File: src/rtl/lzc_pkg.sv
// Shared types and helpers for the pipelined dichotomy leading-zero counter.
package lzc_pkg;

  localparam int LZC_DEF_WIDTH = 8;
  localparam int LZC_DEF_TAG_W = 4;

  function automatic int lzc_cnt_w(input int width);
    return $clog2(width);
  endfunction

  // Result bundle at default widths; width-generic users declare the same
  // layout locally with lzc_cnt_w(WIDTH).
  typedef struct packed {
    logic [lzc_cnt_w(LZC_DEF_WIDTH)-1:0] cnt;
    logic                                zero;
    logic [LZC_DEF_TAG_W-1:0]            tag;
  } lzc_res_t;

endpackage

File: src/rtl/lzc_dichotomy_stage.sv
// One halving step of the leading-zero counter with a valid/ready register slice.
// Optional normalising shift is present when LZC_NORM_EN is defined.
module lzc_dichotomy_stage
  import lzc_pkg::*;
#(
  parameter int WIN_W  = LZC_DEF_WIDTH,
  parameter int STAGE  = 0,
  parameter int CNT_W  = lzc_cnt_w(LZC_DEF_WIDTH),
`ifdef LZC_NORM_EN
  parameter int NORM_W = LZC_DEF_WIDTH,
`endif
  parameter int TAG_W  = LZC_DEF_TAG_W
) (
  input  logic               clk,
  input  logic               rst_n,
  input  logic               i_valid,
  output logic               o_ready,
  input  logic [WIN_W-1:0]   i_win,
  input  logic [CNT_W-1:0]   i_cnt,
  input  logic [TAG_W-1:0]   i_tag,
`ifdef LZC_NORM_EN
  input  logic [NORM_W-1:0]  i_norm,
  output logic [NORM_W-1:0]  o_norm,
`endif
  output logic               o_valid,
  input  logic               i_ready,
  output logic [WIN_W/2-1:0] o_win,
  output logic [CNT_W-1:0]   o_cnt,
  output logic [TAG_W-1:0]   o_tag
);

  localparam int HALF = WIN_W / 2;
  localparam logic [CNT_W-1:0] CNT_BIT = CNT_W'(1) << (CNT_W - 1 - STAGE);

  logic              w_upper_zero;
  logic              w_load;
  logic [HALF-1:0]   w_win_nx;
  logic [CNT_W-1:0]  w_cnt_nx;
  logic              r_valid;
  logic [HALF-1:0]   r_win;
  logic [CNT_W-1:0]  r_cnt;
  logic [TAG_W-1:0]  r_tag;
`ifdef LZC_NORM_EN
  logic [NORM_W-1:0] w_norm_nx;
  logic [NORM_W-1:0] r_norm;
`endif

  assign w_upper_zero = ~|i_win[WIN_W-1:HALF];
  assign o_ready      = ~r_valid | i_ready;
  assign w_load       = i_valid & o_ready;

  // NOTE: every always_comb output gets a default first so no path can infer a latch.
  always_comb begin
    w_win_nx = i_win[WIN_W-1:HALF];
    w_cnt_nx = i_cnt;
`ifdef LZC_NORM_EN
    w_norm_nx = i_norm;
`endif
    if (w_upper_zero) begin
      w_win_nx = i_win[HALF-1:0];
      w_cnt_nx = i_cnt | CNT_BIT;
`ifdef LZC_NORM_EN
      w_norm_nx = i_norm << HALF;
`endif
    end
  end

  // NOTE: state is updated with non-blocking assignments so all stages shift on the same edge.
  always_ff @(posedge clk or negedge rst_n) begin
    if (!rst_n) r_valid <= 1'b0;
    else if (o_ready) r_valid <= i_valid;
  end

  // NOTE: payload has no reset; it is only ever observed qualified by r_valid.
  always_ff @(posedge clk) begin
    if (w_load) begin
      r_win <= w_win_nx;
      r_cnt <= w_cnt_nx;
      r_tag <= i_tag;
`ifdef LZC_NORM_EN
      r_norm <= w_norm_nx;
`endif
    end
  end

  assign o_valid = r_valid;
  assign o_win   = r_win;
  assign o_cnt   = r_cnt;
  assign o_tag   = r_tag;
`ifdef LZC_NORM_EN
  assign o_norm  = r_norm;
`endif

endmodule

File: src/rtl/lzc_dichotomy_pipe.sv
// Streaming leading-zero counter: one count bit per registered stage, MSB first.
// Define LZC_NORM_EN to add the normalised-word output out_norm.
module lzc_dichotomy_pipe
  import lzc_pkg::*;
#(
  parameter  int WIDTH = LZC_DEF_WIDTH,
  parameter  int TAG_W = LZC_DEF_TAG_W,
  localparam int CNT_W = lzc_cnt_w(WIDTH)
) (
  input  logic             clk,
  input  logic             rst_n,
  input  logic             in_valid,
  output logic             in_ready,
  input  logic [WIDTH-1:0] in_data,
  input  logic [TAG_W-1:0] in_tag,
`ifdef LZC_NORM_EN
  output logic [WIDTH-1:0] out_norm,
`endif
  output logic             out_valid,
  input  logic             out_ready,
  output logic [CNT_W-1:0] out_cnt,
  output logic             out_zero,
  output logic [TAG_W-1:0] out_tag
);

  typedef struct packed {
    logic [CNT_W-1:0] cnt;
    logic             zero;
    logic [TAG_W-1:0] tag;
  } res_t;

  // Windows of width WIDTH, WIDTH/2, ..., 1 packed end to end.
  localparam int BUS_W = 2 * WIDTH - 1;

  logic [BUS_W-1:0] w_win_bus;
  logic [CNT_W:0]   w_valid;
  logic [CNT_W:0]   w_ready;
  logic [CNT_W-1:0] w_cnt [CNT_W+1];
  logic [TAG_W-1:0] w_tag [CNT_W+1];
  res_t             w_res;
`ifdef LZC_NORM_EN
  logic [WIDTH-1:0] w_norm [CNT_W+1];

  assign w_norm[0] = in_data;
`endif

  assign w_win_bus[WIDTH-1:0] = in_data;
  assign w_valid[0]           = in_valid;
  assign w_ready[CNT_W]       = out_ready;
  assign w_cnt[0]             = '0;
  assign w_tag[0]             = in_tag;
  assign in_ready             = w_ready[0];

  for (genvar k = 0; k < CNT_W; k++) begin : g_stage
    localparam int WIN_W = WIDTH >> k;
    localparam int OFF_I = 2 * WIDTH - 2 * WIN_W;
    localparam int OFF_O = 2 * WIDTH - WIN_W;

    lzc_dichotomy_stage #(
      .WIN_W  (WIN_W),
      .STAGE  (k),
      .CNT_W  (CNT_W),
`ifdef LZC_NORM_EN
      .NORM_W (WIDTH),
`endif
      .TAG_W  (TAG_W)
    ) u_stage (
      .clk     (clk),
      .rst_n   (rst_n),
      .i_valid (w_valid[k]),
      .o_ready (w_ready[k]),
      .i_win   (w_win_bus[OFF_I +: WIN_W]),
      .i_cnt   (w_cnt[k]),
      .i_tag   (w_tag[k]),
`ifdef LZC_NORM_EN
      .i_norm  (w_norm[k]),
      .o_norm  (w_norm[k+1]),
`endif
      .o_valid (w_valid[k+1]),
      .i_ready (w_ready[k+1]),
      .o_win   (w_win_bus[OFF_O +: WIN_W/2]),
      .o_cnt   (w_cnt[k+1]),
      .o_tag   (w_tag[k+1])
    );
  end

  // Outputs read zero whenever no result is presented.
  always_comb begin
    w_res = '0;
    if (w_valid[CNT_W]) begin
      w_res.cnt  = w_cnt[CNT_W];
      w_res.zero = ~w_win_bus[BUS_W-1];
      w_res.tag  = w_tag[CNT_W];
    end
  end

  assign out_valid = w_valid[CNT_W];
  assign out_cnt   = w_res.cnt;
  assign out_zero  = w_res.zero;
  assign out_tag   = w_res.tag;
`ifdef LZC_NORM_EN
  assign out_norm  = w_valid[CNT_W] ? w_norm[CNT_W] : '0;
`endif

endmodule
File: config.mk
export PLATFORM = sky130hd
export DESIGN_NAME = lzc_dichotomy_pipe
export DESIGN_NICKNAME = d
export VERILOG_FILES = /design/src/rtl/lzc_pkg.sv /design/src/rtl/lzc_dichotomy_stage.sv /design/src/rtl/lzc_dichotomy_pipe.sv
export SDC_FILE = /design/constraint.sdc
export NUM_CORES = 1
export LEC_CHECK = 0
export BUFFER_PORTS_ARGS = -buffer_cell sky130_fd_sc_hd__buf_2
export CAP_MARGIN = 20
export CORE_ASPECT_RATIO = 0.7
export CORE_MARGIN = 2
export CORE_UTILIZATION = 45
export DETAILED_ROUTE_END_ITERATION = 8
export PLACE_DENSITY = 0.69
export REMOVE_ABC_BUFFERS = 1
export SLEW_MARGIN = 20
export SYNTH_ARGS = -nofsm -noshare
export SYNTH_HDL_FRONTEND = slang
export SYNTH_SLANG_ARGS = --single-unit
File: constraint.sdc
create_clock -name clk -period 1.6 [get_ports clk]
set_clock_uncertainty 0.1 [all_clocks]
set_input_delay 0.32 -clock clk [delete_from_list [all_inputs] [get_ports clk]]
set_output_delay 0.32 -clock clk [all_outputs]
set_load 0.005 [all_outputs]
## Yosys cells after proc, flatten, opt, wreduce, memory -nomap -nowiden

Index checks and enable logic that the tools add are counted.

| word-level totals | value |
|---|---|
| bits in registers | 31 |
| input port bits | 16 |
| output and inout bits | 10 |
| logic and storage cells | 30 |

| cells by class | value |
|---|---|
| mux-type cells | 4 |
| bitwise gates (word level) | 10 |
| reductions and logical operators | 2 |

Operator list:

| operator | number |
|---|---|
| $mux W8 | 1 |
| $mux W4 | 1 |
| $not A1 Y1 | 4 |
| $reduce_or A4 Y1 | 1 |
| $and A1 B1 Y1 | 3 |
| $mux W3 | 1 |
| $or A1 B1 Y1 | 3 |
| $mux W2 | 1 |
| $reduce_or A2 Y1 | 1 |

## Logic depth before layout (Yosys ltp)

Gate-level depths: netlist (run 1).

| depth | value |
|---|---|
| word-level depth | 5 |
| depth in mapped cells | 3 |
| mapped depth without buffers | 2 |

## Cells and area by module

A second synthesis (run 1) with hierarchy kept.

| unflattened totals | value |
|---|---|
| cell total of the unflattened synthesis | 67 |
| area, all modules | 1176.1 um^2 |

By module, submodules not included:

| module | times used | cells each | area each (um^2) | sequential area each (um^2) |
|---|---|---|---|---|
| lzc_dichotomy_stage at g_stage[0].u_stage | 1 | 26 | 452.9 | 355.3 |
| lzc_dichotomy_stage at g_stage[1].u_stage | 1 | 18 | 351.6 | 295.3 |
| lzc_dichotomy_stage at g_stage[2].u_stage | 1 | 14 | 306.5 | 265.3 |
| lzc_dichotomy_pipe | 1 | 9 | 65.1 | 0.0 |

## Worst setup path after synthesis (run 1)

Ideal clock, no wire load.

| timing | value |
|---|---|
| path type | register to register |
| from | reg g_stage[2].u_stage.r_valid |
| to | reg g_stage[1].u_stage.r_cnt[1], enable pin |
| setup time | 0.332 ns |
| data arrival time | 0.894 ns |
| data required time | 1.168 ns |
| path slack | 0.274 ns |
| stages on the path, launching flop included | 4 |
| buffers on the path | 1 |
| period minus slack after synthesis | 1.326 ns |
| path through | dfrtp_1 -> buf_6 -> nand3b_1 -> and2_1 |

| between the ends | value |
|---|---|
| word-level cells in the longest chain between the ends | 4 |

RTL lines:

| what | RTL line | RTL |
|---|---|---|
| start: declaration | lzc_dichotomy_stage.sv:39 | `logic r_valid;` |
| start signal: assignment | lzc_dichotomy_stage.sv:71 | `else if (o_ready) r_valid <= i_valid;` |
| $not A1 Y1 | lzc_dichotomy_stage.sv:49 | `assign o_ready = ~r_valid \| i_ready;` |
| $or A1 B1 Y1 (2 in series) | lzc_dichotomy_stage.sv:49 |  |
| $and A1 B1 Y1 | lzc_dichotomy_stage.sv:50 | `assign w_load = i_valid & o_ready;` |
| net g_stage[1].u_stage.w_load | lzc_dichotomy_stage.sv:36 | `logic w_load;` |
| end signal: assignment | lzc_dichotomy_stage.sv:78 | `r_cnt <= w_cnt_nx;` |
| end: declaration | lzc_dichotomy_stage.sv:41 | `logic [CNT_W-1:0] r_cnt;` |

The timed path passes the listed nets, and every way through them passes these cells.
A chain may end at the register's enable or synchronous reset.

## Worst setup path in the final report (run 1)

| timing | value |
|---|---|
| from | reg g_stage[2].u_stage.r_valid |
| to | out out_tag[2] |

| between the ends | value |
|---|---|
| word-level cells in the longest chain between the ends | 1 |

RTL lines:

| what | RTL line | RTL |
|---|---|---|
| $mux W8 | lzc_dichotomy_pipe.sv:90 | `if (w_valid[CNT_W]) begin` |
| end: declaration | lzc_dichotomy_pipe.sv:23 | `output logic [TAG_W-1:0] out_tag` |

Every way passes these cells.

==> impl_results.md, run 1 <==
* Top FF cell, synth: edfxtp_1
* Largest net degree at the start of global routing at 16
* Reg area at 827.0 sq um
* Postcts setup bufs at 0
* Kind of critical path: reg -> out
* Post-synthesis sequential area ratio at 77.74%
* Slew Viols, Final at 0
* Worst Path Required at 1.18 ns
* Top post-synthesis cells by area: edfxtp_1 (71%), dfrtp_1 (7.1%), and2_1 (5.3%)
* Clock root buffer: clkbuf_4
* Worst-Skew Late Latency at 0.31 ns
* Drt first pass iters at 4
* Dpl hpwl at 1.038 mm
* Count of cell types in the netlist at 16
* Endpoint class of the critical path: output pin
* Clock-pin slew on the worst setup and hold paths at 0.13 ns
* Grt total ovfl at 0
* First DRT Iteration DRCs at 14
* Async SR Flop Fraction at 10.71%
* Gpl congestion at 0.6320
* TritonCTS buffer count at 3
* Antenna Cells at 0
* Filler Cell Count at 179
* Synth area leader: edfxtp_1
* Fin nets at 110
* Synth Instances at 64
* Syn-to-layout area delta at 18.02%
* Final Hold Fails at 0
* H-tree lvl count at 1
* Minimum clock period at 1.525 ns
* Die area at 0.002771 sq mm
* Status: completed
* Post-synth top cells: edfxtp_1 (25), and2_1 (9), inv_1 (7)
* Vias in the first global route at 535
* Area occupied by multi-input gates at 198.9 sq um
* Leakage at 0.5084 nW
* Clock Power Share at 20.8%
* # clock sinks at 28
* Number of top-level pins at 26
* Post-Syn Area at 0.001062 sq mm
* PwrDens at 1037 mW/mm^2
* Top cell type's share of synthesized area at 70.67%
* Startpoint Class: register
* Clock buffer depth at 2
* Post-synthesis register bit count at 28
* Worst Max-Slew Pin Slew at 0.3465 ns
* Logic pwr share at 10.1%
* Worst min path class: in -> reg
* Maximum clock frequency at 655.7 MHz
* Slew headroom at 76.90%
* Initial Util at 48.51%
* Setup ws final at 0.07498 ns
* Sw Ratio at 20.58%
* Die Height at 44.65 microns
* Pre-CTS setup slack at 0.1558 ns
* Initial antenna violation count at 0
* CORE AREA at 0.002190 sq mm
* CTS tree: yes
* Residual DRC at 0
* Count leader, synth: edfxtp_1
* Final wirelength at 1.287 mm
* Antenna Nets Post-Route at 0
* # port buffers at 25
* Ratio of cells with drive above 1 in the final layout at 38.71%
* Max_cap viols at 0
* Syn. warnings at 0
* First-pass GRT wire length at 2.214 mm
* Via/cell ratio at 4.536
* Sw Pwr at 0.0002675 W
* Tcrit/Tclk final at 95.31%
* Horiz. Die Dim at 62.07 microns
* Internal power at 0.001032 W
* Row count at 14
* Setup TNS at 0 ns
* Vias at 567
* Count of flip-flops with a built-in enable after synthesis at 25
* Mean area per synthesized cell at 16.60 sq um
* Crit-path max FO at 12
* Reg power frac at 69.1%
* Total GRT Usage at 11.30%
* Drt wl/cell at 10.30 microns
* RSZ-0062 raised after global routing: no
* Final Setup Violations at 0
* Worst vdd ir at 0.5548 mV
* Arr. time, crit path at 1.11 ns
## cells in the final DEF (no fill, tap or decap)
cell           count
edfxtp_1          25
buf_2             25
and2_1             9
inv_1              7
a31o_2             4
nand2b_1           4
nor2_1             3
clkbuf_4           3
dfrtp_1            2
nor2b_1            1
nand4b_4           1
and2_4             1
nor4_1             1
nand3b_1           1
a21o_1             1
or2_2              1
o21ai_0            1
clkinv_1           1
dfrtp_2            1
dlygate4sd3_1      1
## worst max-delay path: stages, from the launching register on
cell and delay (ns):
dfrtp_2 0.51, and2_1 0.17, buf_2 0.12
## path summary, 6_finish.rpt
| check | from | endpoint | slack [ns] | cells after the start |
|---|---|---|---|---|
| hold / removal | in_tag[0] | g_stage[0].u_stage.o_tag[0] | 0.08 | 1 |
| hold reg to reg | g_stage[1].u_stage.o_tag[3] | g_stage[2].u_stage.o_tag[3] | 0.33 | 0 |
| min in group asynchronous | rst_n | g_stage[2].u_stage.o_valid | 0.21 | 2 |
| max in group asynchronous | rst_n | g_stage[2].u_stage.o_valid | 1.07 | 2 |
| setup reg to reg | g_stage[2].u_stage.o_valid | g_stage[1].u_stage.o_cnt[2] | 0.20 | 2 |
| setup / recovery | g_stage[2].u_stage.o_valid | out_tag[2] | 0.07 | 2 |
## area by class of cell
class	count	area share [%]
clock buffers	3	1.796
clock inverters	1	0.2994
inverters	7	2.096
multi-input cells	28	15.87
flip-flops and latches	28	65.97
well taps	32	3.194
repair buffers	26	10.78
## through the flow
stage               util [%]  instances  hold WS, ns  total power, W  instance area, sq um
global placement       55.54        120      0.02017        0.001040                  1216
floorplan                  -         63     -0.07559       0.0009795                  1051
detailed placement     55.54        120      0.02307        0.001047                  1216
CTS                    57.26        125      0.06435        0.001316                  1254
global route           57.26        125      0.04857        0.001373                  1254
finish                 57.26        125      0.07704        0.001299                  1254
## registers in the layout (all words and copies together), names as in the netlist
| register | cells |
|---|---|
| g_stage.u_stage.o_cnt | 6 |
| g_stage.u_stage.o_tag | 12 |
| g_stage.u_stage.o_valid | 3 |
| g_stage.u_stage.o_win | 7 |
## power by group through the flow
stage	Sequential [W]	Clock, W	Combinational (W)
2_1_floorplan	0.000908	0	0.0000720
3_3_place_gp	0.000913	0	0.000127
3_5_place_dp	0.000916	0	0.000131
4_1_cts	0.000899	0.000283	0.000133
5_1_grt	0.000907	0.000317	0.000149
6_report	0.000898	0.000270	0.000131
## routing by layer
metal  routed length (microns)  track usage, %  up-vias
met1                       587           13.66      254
met2                       580           18.54       25
met3                       104           4.386        2
li1                          -               -      286
met4                        14           3.830        0
met5                         0               0        -
## cell families after synthesis
group / Yosys count / synth area share [%]
compound gates: 6 / 4.475
buf+inv: 8 / 3.534
flops: 28 / 77.74
simple gates: 22 / 14.25
## repair_timing
action                                  CTS  global route
endpoints found under the setup margin    7             0
resized for setup                         1             0
hold endpoints to repair                  3             0
hold buffers                              1             0
(Power assumes the default switching activity.)
==> inputs of run 2 (changes only) <==
Settings changed: CELL_PAD_IN_SITES_DETAIL_PLACEMENT set to 2, CELL_PAD_IN_SITES_GLOBAL_PLACEMENT set to 2, CORE_UTILIZATION 45 to 35, PLACE_DENSITY 0.69 to unset, PLACE_DENSITY_LB_ADDON set to 0.1.
==> impl_results.md, run 2 (same netlist as run 1, synthesis figures left out) <==
* Status: completed (unchanged)
* Worst-Skew Late Latency at 0.26 ns (was 0.31 ns)
* Ratio of cells with drive above 1 in the final layout at 38.71% (unchanged)
* Residual DRC at 0 (unchanged)
* Antenna Cells at 0 (unchanged)
* Tcrit/Tclk final at 91.65% (was 95.31%)
* Worst Max-Slew Pin Slew at 0.3559 ns (was 0.3465 ns)
* Dpl hpwl at 1.333 mm (was 1.038 mm)
* Most frequent cells in the layout: edfxtp_1 (25), buf_2 (25), and2_1 (9) (unchanged)
* Total GRT Usage at 11.03% (was 11.30%)
* Vias in the first global route at 605 (was 535)
* Final wirelength at 1.686 mm (was 1.287 mm)
* Clock root buffer: clkbuf_8 (was clkbuf_4)
* Row count at 16 (was 14)
* Drt wl/cell at 13.07 microns (was 10.30 microns)
* Clock buffer depth at 2 (unchanged)
* First-pass GRT wire length at 2.898 mm (was 2.214 mm)
* Final Hold Fails at 0 (unchanged)
* Syn-to-layout area delta at 20.26% (was 18.02%)
* Fin nets at 110 (unchanged)
* Worst vdd ir at 0.5306 mV (was 0.5548 mV)
* Worst min path class: in -> reg (unchanged)
* RSZ-0062 raised after global routing: no (unchanged)
* Leakage at 0.5161 nW (was 0.5084 nW)
* Max reg flops at 12 (unchanged)
* Startpoint Class: register (unchanged)
* Worst Path Required at 1.18 ns (about the same)
* Gpl congestion at 0.6546 (was 0.6320)
* TritonCTS buffer count at 3 (unchanged)
* Antenna Nets Post-Route at 0 (unchanged)
* Crit-path max FO at 12 (unchanged)
* Vias at 574 (was 567)
* H-tree lvl count at 1 (unchanged)
* Worst hold slack at 0.1236 ns (was 0.07704 ns)
* First DRT Iteration DRCs at 28 (was 14)
* Setup ws final at 0.1337 ns (was 0.07498 ns)
* Initial antenna violation count at 0 (unchanged)
* CTS tree: yes (unchanged)
* Pre-CTS setup slack at 0.1191 ns (was 0.1558 ns)
* Maximum clock frequency at 682.0 MHz (was 655.7 MHz)
* Slew headroom at 76.27% (was 76.90%)
* Minimum clock period at 1.466 ns (was 1.525 ns)
* Setup TNS at 0 ns (unchanged)
* CORE AREA at 0.002843 sq mm (was 0.002190 sq mm)
* Final Setup Violations at 0 (unchanged)
* Clock-pin slew on the worst setup and hold paths at 0.09 ns (was 0.13 ns)
* # port buffers at 25 (unchanged)
* Die area at 0.003499 sq mm (was 0.002771 sq mm)
* Arr. time, crit path at 1.05 ns (was 1.11 ns)
* Endpoint class of the critical path: output pin (unchanged)
* PwrDens at 1097 mW/mm^2 (was 1037 mW/mm^2)
* Drt first pass iters at 2 (was 4)
* Grt total ovfl at 0 (unchanged)
* # clock sinks at 28 (unchanged)
* Slew Viols, Final at 0 (unchanged)
* Via/cell ratio at 4.450 (was 4.536)
* Number of top-level pins at 26 (unchanged)
* Postcts setup bufs at 0 (unchanged)
* Kind of critical path: reg -> out (unchanged)
* Largest net degree at the start of global routing at 16 (unchanged)
* Die Height at 50.09 microns (was 44.65 microns)
* Max_cap viols at 0 (unchanged)
* Horiz. Die Dim at 69.85 microns (was 62.07 microns)
* Initial Util at 37.37% (was 48.51%)
==> run 2: metrics by stage <==
step           utilization (%)  total power [W]  std cells  area, sq um
6_report                 44.94         0.001402        129         1277
3_3_place_gp             42.96         0.001047        124         1221
4_1_cts                  44.89         0.001430        129         1276
3_5_place_dp             42.96         0.001055        124         1221
2_1_floorplan                -        0.0009795         63         1051
5_1_grt                  44.94         0.001480        129         1277
==> run 2: final timing paths <==
kind,to,start,cells after the start,slack [ns]
max,out_cnt[2],g_stage[2].u_stage.o_valid,2,0.13
min,g_stage[0].u_stage.o_tag[3],in_tag[3],1,0.12
max reg2reg,g_stage[1].u_stage.o_tag[0],g_stage[2].u_stage.o_valid,2,0.20
min reg2reg,g_stage[2].u_stage.o_cnt[2],g_stage[1].u_stage.o_cnt[2],0,0.33
max in group asynchronous,g_stage[2].u_stage.o_valid,rst_n,2,0.98
min in group asynchronous,g_stage[0].u_stage.o_valid,rst_n,2,0.29
==> run 2: metal layers <==
layer / wire [microns] / track usage, % / vias up
met5: 0 / 0 / -
met4: 0 / 2.885 / 0
met3: 100 / 4.090 / 0
met2: 796 / 17.94 / 20
met1: 789 / 14.02 / 271
li1: - / - / 283
==> run 2: critical path, stage by stage, from the launching register on <==
cell	delay, ns
dfrtp_2	0.49
and2_1	0.17
buf_2	0.12
==> run 2: final cells by class <==
class | count | area, sq um
fill | 287 | 1565
sequential | 28 | 827.0
multi-input combinational | 28 | 198.9
timing repair buffer | 26 | 135.1
tap | 36 | 45.04
clock buffer | 3 | 41.29
inverter | 7 | 26.28
clock inverter | 1 | 3.754
==> run 2: report_power, final <==
group / internal, W / switching, W
logic: 0.0000677 / 0.0000662
registers: 0.000874 / 0.0000268
clock network: 0.000172 / 0.000196
total: 0.00111 / 0.000289
==> run 2: repair_timing <==
action,in CTS,in global routing
hold buffers,1,0
resized for setup,0,1
endpoints found under the setup margin,0,14
endpoints found under the hold margin,3,0
